**src/rtl/arisc_pkg.sv**
```systemverilog
// Shared types for the A-RISC multi-cycle core.
// Opcodes, FSM states and the 16-bit instruction layout.
package arisc_pkg;

  typedef enum logic [3:0] {
    OP_END, OP_ADD, OP_SUB, OP_MUL,
    OP_LDI, OP_LOAD, OP_STORE, OP_MOV,
    OP_JMP, OP_BZ, OP_BNZ, OP_AND,
    OP_OR, OP_XOR, OP_RSV14, OP_RSV15
  } op_t;

  typedef enum logic [1:0] {
    S_IDLE, S_FETCH, S_EXEC, S_MEMRD
  } state_t;

  typedef struct packed {
    logic [3:0] rb;
    logic [3:0] ra;
    logic [3:0] rd;
    op_t        op;
  } instr_t;

  function automatic logic alu_wb(op_t op);
    return op inside {OP_ADD, OP_SUB, OP_MUL,
                      OP_LDI, OP_MOV, OP_AND,
                      OP_OR, OP_XOR};
  endfunction

endpackage

```
**src/rtl/arisc_alu.sv**
```systemverilog
// A-RISC ALU: register-writing arithmetic/logic ops.
// LDI passes the immediate in on b; MOV passes a.
module arisc_alu
  import arisc_pkg::*;
#(
  parameter int W = 8
) (
  input  op_t          op,
  input  logic [W-1:0] a,
  input  logic [W-1:0] b,
  output logic [W-1:0] y
);

  always_comb begin
    y = '0;
    unique case (op)
      OP_ADD:  y = a + b;
      OP_SUB:  y = a - b;
      OP_MUL:  y = a * b;
      OP_AND:  y = a & b;
      OP_OR:   y = a | b;
      OP_XOR:  y = a ^ b;
      OP_MOV:  y = a;
      OP_LDI:  y = b;
      default: y = '0;
    endcase
  end

endmodule

```
**src/rtl/arisc_cpu.sv**
```systemverilog
// A-RISC core: IDLE/FETCH/EXEC/MEMRD FSM, PC,
// register file and branch logic around arisc_alu.
module arisc_cpu
  import arisc_pkg::*;
#(
  parameter int NUM_GPR = 8,
  parameter int W       = 8
) (
  input  logic         clk,
  input  logic         rstn,
  input  logic         start,
  output logic         idle,
  output logic [W-1:0] iram_addr,
  input  logic [15:0]  iram_dout,
  output logic [W-1:0] dram_addr,
  output logic [W-1:0] dram_din,
  output logic         dram_write,
  input  logic [W-1:0] dram_dout
);

  localparam int RW = (NUM_GPR > 1) ? $clog2(NUM_GPR) : 1;

  state_t        state, state_n;
  logic [W-1:0]  pc, pc_n, pc_inc, imm;
  logic [W-1:0]  gpr [NUM_GPR];
  logic [RW-1:0] ra_i, rb_i, rd_i, ld_rd;
  logic [W-1:0]  ra_v, rb_v, rd_v, alu_b, alu_y;
  logic          rf_we, take;
  logic [RW-1:0] rf_wa;
  logic [W-1:0]  rf_wd;
  instr_t        ins;
  logic          unused_ok;

  assign ins       = instr_t'(iram_dout);
  assign unused_ok = ^ins;
  assign ra_i      = ins.ra[RW-1:0];
  assign rb_i      = ins.rb[RW-1:0];
  assign rd_i      = ins.rd[RW-1:0];
  assign imm       = W'({ins.rb, ins.ra});
  assign ra_v      = gpr[ra_i];
  assign rb_v      = gpr[rb_i];
  assign rd_v      = gpr[rd_i];
  assign pc_inc    = pc + W'(1);
  assign alu_b     = (ins.op == OP_LDI) ? imm : rb_v;
  assign iram_addr = pc;

  always_comb begin
    take = 1'b0;
    unique case (1'b1)
      ins.op == OP_JMP: take = 1'b1;
      ins.op == OP_BZ:  take = (rd_v == '0);
      ins.op == OP_BNZ: take = (rd_v != '0);
      default:          take = 1'b0;
    endcase
  end

  arisc_alu #(.W(W)) u_alu (
    .op (ins.op),
    .a  (ra_v),
    .b  (alu_b),
    .y  (alu_y)
  );

  always_ff @(posedge clk or negedge rstn) begin
    if (!rstn) state <= S_IDLE;
    else       state <= state_n;
  end

  always_comb begin
    state_n = state;
    unique case (state)
      S_IDLE:  if (start) state_n = S_FETCH;
      S_FETCH: state_n = S_EXEC;
      S_EXEC: begin
        if (ins.op == OP_END)       state_n = S_IDLE;
        else if (ins.op == OP_LOAD) state_n = S_MEMRD;
        else                        state_n = S_FETCH;
      end
      S_MEMRD: state_n = S_FETCH;
      default: state_n = S_IDLE;
    endcase
  end

  always_comb begin
    idle       = (state == S_IDLE);
    dram_write = 1'b0;
    dram_addr  = '0;
    dram_din   = '0;
    if (state == S_EXEC) begin
      if (ins.op == OP_STORE) begin
        dram_write = 1'b1;
        dram_addr  = ra_v;
        dram_din   = rb_v;
      end else if (ins.op == OP_LOAD) begin
        dram_addr  = ra_v;
      end
    end
  end

  always_comb begin
    pc_n  = pc;
    rf_we = 1'b0;
    rf_wa = rd_i;
    rf_wd = alu_y;
    unique case (state)
      S_IDLE: if (start) pc_n = '0;
      S_EXEC: begin
        if (ins.op != OP_END && ins.op != OP_LOAD) begin
          pc_n  = take ? imm : pc_inc;
          rf_we = alu_wb(ins.op);
        end
      end
      S_MEMRD: begin
        pc_n  = pc_inc;
        rf_we = 1'b1;
        rf_wa = ld_rd;
        rf_wd = dram_dout;
      end
      default: pc_n = pc;
    endcase
  end

  always_ff @(posedge clk or negedge rstn) begin
    if (!rstn) begin
      pc    <= '0;
      ld_rd <= '0;
      for (int i = 0; i < NUM_GPR; i++) gpr[i] <= '0;
    end else begin
      pc <= pc_n;
      if (state == S_EXEC) ld_rd <= rd_i;
      if (rf_we) gpr[rf_wa] <= rf_wd;
    end
  end

endmodule

```
**config.mk**
```make
export PLATFORM = sky130hd
export DESIGN_NAME = arisc_cpu
export DESIGN_NICKNAME = d
export VERILOG_FILES = /design/src/rtl/arisc_pkg.sv /design/src/rtl/arisc_alu.sv /design/src/rtl/arisc_cpu.sv
export SDC_FILE = /design/constraint.sdc
export NUM_CORES = 1
export LEC_CHECK = 0
export CAP_MARGIN = 0
export CORE_ASPECT_RATIO = 1.5
export CORE_MARGIN = 10
export CORE_UTILIZATION = 55
export DETAILED_ROUTE_END_ITERATION = 10
export GPL_TIMING_DRIVEN = 0
export PLACE_DENSITY = 0.76
export SYNTH_ARGS = -nofsm -noshare
export SYNTH_HDL_FRONTEND = slang
export SYNTH_SLANG_ARGS = --single-unit
```
**constraint.sdc**
```tcl
create_clock -name clk -period 15.25 [get_ports clk]
set_input_delay 3.05 -clock clk [delete_from_list [all_inputs] [get_ports clk]]
set_output_delay 3.05 -clock clk [all_outputs]
set_load 0.005 [all_outputs]
```
==> results of run 1 <==
-- path summary, 6_finish.rpt --
kind,endpoint,from,cells after the start
max in group asynchronous,gpr[38],rstn,2
setup / recovery,gpr[39],iram_dout[14],22
setup reg to reg,gpr[39],gpr[27],20
min in group asynchronous,gpr[35],rstn,1
hold / removal,ld_rd[0],ld_rd[0],1
hold reg to reg,ld_rd[0],ld_rd[0],1
-- flip-flops by register name, summed over array words and instances (netlist names) --
signal,count
state,2
gpr,64
ld_rd,3
iram_addr,8
-- cell type report --
| class | instances | area, µm² |
|---|---|---|
| timing repair buffer | 48 | 495 |
| multi-input combinational | 556 | 4640 |
| fill | 1048 | 4470 |
| inverter | 54 | 204 |
| tap | 156 | 195 |
| clock inverter | 6 | 113 |
| sequential | 77 | 1930 |
| buffer | 28 | 183 |
| clock buffer | 9 | 225 |
-- metal layers --
layer / routed length [µm] / up-vias / part of all wire
met5: 0 / - / 0
met4: 1450 / 0 / 0.065
met3: 1320 / 99 / 0.059
met2: 11500 / 297 / 0.51
met1: 8020 / 2937 / 0.36
li1: - / 2715 / -
-- worst max-delay path: cells and delay by family --
kind	cells	cell delay, ns
buffers and inverters	6	0.95
multiplexers	1	0.15
AO/OA/AOI/OAI	5	1.77
XOR/XNOR	3	0.73
AND/OR/NAND/NOR	1	0.63
adder cells (fa/ha/maj)	6	2.33
-- power by group through the flow --
stage,combinational (µW),clock [µW],sequential (µW)
final,879,249,404
after global routing,965,260,415
after CTS,870,250,399
after detailed placement,864,0,402
after global placement,837,0,397
after floorplan,626,0,361
-- kinds of logic (layout without fill, tap and decap cells) --
logic type      count (synthesis)  after routing  share of synthesized area
compound gates                142            142                      0.147
xor+xnor                       32             32                     0.0423
fa+ha+maj                      57             57                      0.115
buf+inv                        82            145                     0.0556
flops                          77             77                      0.277
mux                           119            119                      0.227
simple gates                  206            206                      0.136
-- cells in the mapped netlist, types with 12 or more instances --
| cell type | count | area (µm²) |
|---|---|---|
| nand3_1 | 17 | 85.1 |
| inv_1 | 51 | 191 |
| o31ai_1 | 12 | 90.1 |
| ha_1 | 45 | 563 |
| o21ai_0 | 29 | 145 |
| mux4_1 | 14 | 368 |
| a21oi_1 | 25 | 125 |
| mux2i_1 | 37 | 370 |
| fa_1 | 12 | 240 |
| dfrtp_1 | 77 | 1930 |
| nor2_1 | 64 | 240 |
| a22oi_1 | 18 | 135 |
| nand2_1 | 68 | 255 |
| xnor2_1 | 26 | 228 |
| mux2_2 | 60 | 676 |
| nor4_1 | 17 | 106 |
-- per-stage QoR --
step	hold WS, ns	total power (µW)
after floorplan	0.485	986
after global placement	0.518	1230
after detailed placement	0.536	1270
after CTS	0.550	1520
after global routing	0.589	1640
final	0.548	1530
==> flow_summary.ini, run 1 <==
[yosys]
yosys_most_used_dff = dfrtp_1
synth_nets = 799
avgSynthCellArea_um2 = 9.73
synthArstFlopShare = 1.00
syn_area_um2 = 6960
synth_cell_type_count = 71
ys_seq_area_frac = 0.277
synth-edff-count = 0
synthCells = 715
ys_warn_count = 0
ys_seq_elements = 77

[placement]
hpwlAfterDp_mm = 17.5
io_buffers = 47
placed_area_um2 = 7650
dpl_worst_slack_ns = 5.61
numPlacedInstances = 919
gp_congestion = 1.03

[routing]
wl_mm = 22.2
drt-pass1-iter-count = 7
drc_errors = 0
routed-via-count = 6048
drtIter0Drc = 578
wl_per_cell_um = 23.8
postRouteAntennaNets = 0
post_drt_via_cell_ratio = 6.48

[die]
dieWidth_um = 112
fp.coreArea_um2 = 12400
dieArea_um2 = 17600
initial_core_util = 0.559
die_y_um = 158
io-pin-count = 53
rows = 50

[pwr]
p_per_area_nw_per_um2 = 192
pwr-share-comb = 0.574
p_leak_uw = 0.00367
switching_share = 0.452
power_switching_uw = 693
pwr-share-clk = 0.162
p_seq_frac = 0.264
internal_power_uw = 838
ir_drop_uv = 111

[cts]
path_clk_slew_ns = 0.06
clockBufferDepth = 2
cts_sinks = 77
clock_latency_ns = 0.34
cts_tree = yes
root_buffer = clkbuf_16
cts_buffers = 9
h-tree-depth = 3
hold_buffers = 0
post_cts_resize_count = 0
post-cts-setup-buffer-count = 0

[timing]
rsz0062_at_grt = no
fmax_mhz = 106
setup_violations = 0
period_share = 0.619
finClkSkew_ns = 0.00974
finalHoldViolCount = 0
tns_ns = 0
min_period_ns = 9.44
max_slew.worst_pin.slew_ns = 1.02
setup_slack_ns = 5.81
drv_slew = 0
slew_headroom = 0.316

[setup_path]
critPathLaunchType = input port
critPathSlowestCell = nor2_1
cp_max_fo = 8
critical_path_class = in2reg
cpPeakStageDelay_ns = 0.63
arrival_ns = 9.62
crit_path_end_kind = register
crit_top_cell = inv_1
worstPathRequired_ns = 15.43
worstPathCellList = clkdlybuf4s50_1 > nor2_1 > a22oi_1 > a31oi_2 > inv_1 > ha_1 > inv_1 > fa_1 > inv_1 > ha_1 > fa_1 > inv_1 > fa_1 > inv_1 > ha_1 > a21oi_1 > xnor2_1 > xnor2_1 > xnor3_1 > mux2i_1 > a211oi_2 > o31ai_1
rrSetupSlack_ns = 8.93

[final_layout]
fin_nets = 858
final_cell_mix = dfrtp_1, nand2_1, nor2_1, mux2_2, inv_1
layout_commonest_cell = dfrtp_1
num_antenna_cells = 0
area_growth_pct = 14.8
design_area_um2 = 7980
fin_util = 0.641
drive_above_1_share = 0.153
stdcell_count = 934

[global_route]
grt_pass1_wl_mm = 34.5
grt.busiest_layer = met2
track_usage = 0.249
use_met1 = 0.268
met2_usage = 0.437
grt_use_met3 = 0.0405
grt_pass1_vias = 6311
overflow = 0
antenna_found_initial = 0
grt_max_degree = 49

[run]
drv_cap = 0

[outcome]
status = finished clean

[hold_path]
hold_path.class = reg2reg
Note: power is estimated with default switching activity, not from simulation.
==> run 2: changes to the inputs <==
- clock period: 15.25 -> 8.7 ns (I/O delays scaled with it)
==> results of run 2 <==
The final DEF is identical to that of run 1. Status: finished clean.
Among the figures that moved: setup slack after placement 5.61 ns -> 0.374 ns; setup slack after layout 5.81 ns -> 0.575 ns; register-to-register setup slack 8.93 ns -> 2.38 ns; total power 1530 µW -> 2680 µW; worst IR drop on VDD 111 µV -> 194 µV
==> run 3: changes to the inputs <==
- PLACE_DENSITY: 0.76 -> default
- PLACE_DENSITY_LB_ADDON: default -> 0.1
==> run 3 against run 2 <==
Effect of this change:
- clock skew down 0.0040 ns
- core utilization down 0.31 points
- hold slack better by 0.0083 ns
==> flow_summary.ini, run 3 (synthesis results as in run 1) <==
[outcome]
status = finished clean

[final_layout]
nFillCells = 1063
area_growth_pct = 14.2
drive_above_1_share = 0.153
stdcell_count = 935
final_cell_mix = dfrtp_1, nand2_1, nor2_1, mux2_2, inv_1
largest-register = gpr
largest_reg_flops = 64
layout_commonest_cell = dfrtp_1
num_antenna_cells = 0
fin_nets = 858

[timing]
fmax_mhz = 120
drv_slew = 0
rsz0062_at_grt = no
max_slew.worst_pin.slew_ns = 0.950
finClkSkew_ns = 0.00571
slew_headroom = 0.365
setup_violations = 0
min_period_ns = 8.37
tns_ns = 0
period_share = 0.962
fin_worst_hold_slack_ns = 0.557
finalHoldViolCount = 0

[cts]
clockBufferDepth = 2
root_buffer = clkbuf_16
hold_buffers = 0
post-cts-setup-buffer-count = 0
clock_latency_ns = 0.35
post_cts_resize_count = 0
cts_buffers = 9
h-tree-depth = 3
path_clk_slew_ns = 0.06
cts_sinks = 77
cts_tree = yes

[hold_path]
hold_path.class = reg2reg
min-delay-start = gpr[19]

[setup_path]
critPathLaunchType = input port
arrival_ns = 8.55
r2r_start = gpr[11]
cp_max_fo = 8
crit_path_end_kind = register
startpoint = iram_dout[14]
worstPathRequired_ns = 8.89
critical_path_class = in2reg

[routing]
routed-via-count = 6011
drt-pass1-iter-count = 7
wl_mm = 22.0
drtIter0Drc = 438
post_drt_via_cell_ratio = 6.43
drc_errors = 0
wl_per_cell_um = 23.5
postRouteAntennaNets = 0

[global_route]
overflow = 0
antenna_found_initial = 0
grt_pass1_wl_mm = 34.3
grt_max_degree = 67
track_usage = 0.248
grt_pass1_vias = 6082

[placement]
hpwlAfterDp_mm = 17.3
gp_congestion = 0.972
io_buffers = 47
numPlacedInstances = 919

[pwr]
ir_drop_uv = 193
p_leak_uw = 0.00364
power_uw = 2630
p_per_area_nw_per_um2 = 331

[run]
drv_cap = 0

[die]
dieArea_um2 = 17600
dieWidth_um = 112
initial_core_util = 0.559
rows = 50
fp.coreArea_um2 = 12400
io-pin-count = 53
die_y_um = 158
==> run 3: changes by cell type in the layout (fill, tap and decap cells not counted), sizes merged <==
| cell | before | now |
|---|---|---|
| clkinv | 5 | 2 |
| clkinvlp | 0 | 3 |
| bufinv | 3 | 1 |
| inv | 52 | 54 |
| clkbuf | 20 | 21 |
==> run 3: per-layer routing <==
metal  GRT usage  up-vias  wire, µm
li1            -     2728         -
met1       0.280     2962      8300
met2       0.445      252     11600
met3      0.0333       69      1070
met4       0.124        0       982
met5           0        -         0
==> run 3: cell type report <==
class                   instances  area, µm²  share of cell area
clock inverters                 6       70.1             0.00882
multi-input cells             556       4640               0.584
repair buffers                 48        495              0.0624
plain buffers                  28        183              0.0230
inverters                      54        204              0.0257
clock buffers                  10        229              0.0288
well taps                     156        195              0.0246
flip-flops and latches         77       1930               0.243
==> run 3: path summary, 6_finish.rpt <==
kind,to,slack (ns),cells past startpoint
max in group asynchronous,iram_addr[4],6.87,2
worst min register to register,gpr[19],0.56,2
worst max register to register,gpr[15],2.20,20
worst min-delay path,gpr[19],0.56,2
min in group asynchronous,gpr[4],1.24,1
worst max-delay path,gpr[15],0.33,22
==> run 3: through the flow <==
| stage | util | setup slack (ns) | area (µm²) |
|---|---|---|---|
| after global routing | 0.638 | 0.254 | 7950 |
| after floorplan | - | 1.71 | 6960 |
| after CTS | 0.638 | 0.553 | 7950 |
| after global placement | 0.612 | 0.284 | 7620 |
| after detailed placement | 0.614 | 0.220 | 7650 |
| final | 0.638 | 0.335 | 7950 |
==> run 3: critical path, cell delays in order <==
cell	delay, ns
clkdlybuf4s50_1	0.58
nor2_1	0.66
a22oi_1	0.33
a31oi_2	0.58
inv_1	0.19
ha_1	0.30
inv_1	0.10
fa_1	0.41
inv_1	0.07
ha_1	0.25
fa_1	0.54
inv_1	0.05
fa_1	0.53
inv_1	0.04
ha_1	0.33
a21oi_1	0.17
xnor2_1	0.16
xnor2_1	0.17
xnor3_1	0.44
mux2i_1	0.14
a211oi_2	0.60
o31ai_1	0.18
==> run 3: power breakdown <==
part	internal (µW)	switching [µW]	leakage, µW
Sequential	515	191	0.00101
Clock	224	165	0.000136
Combinational	676	856	0.00249
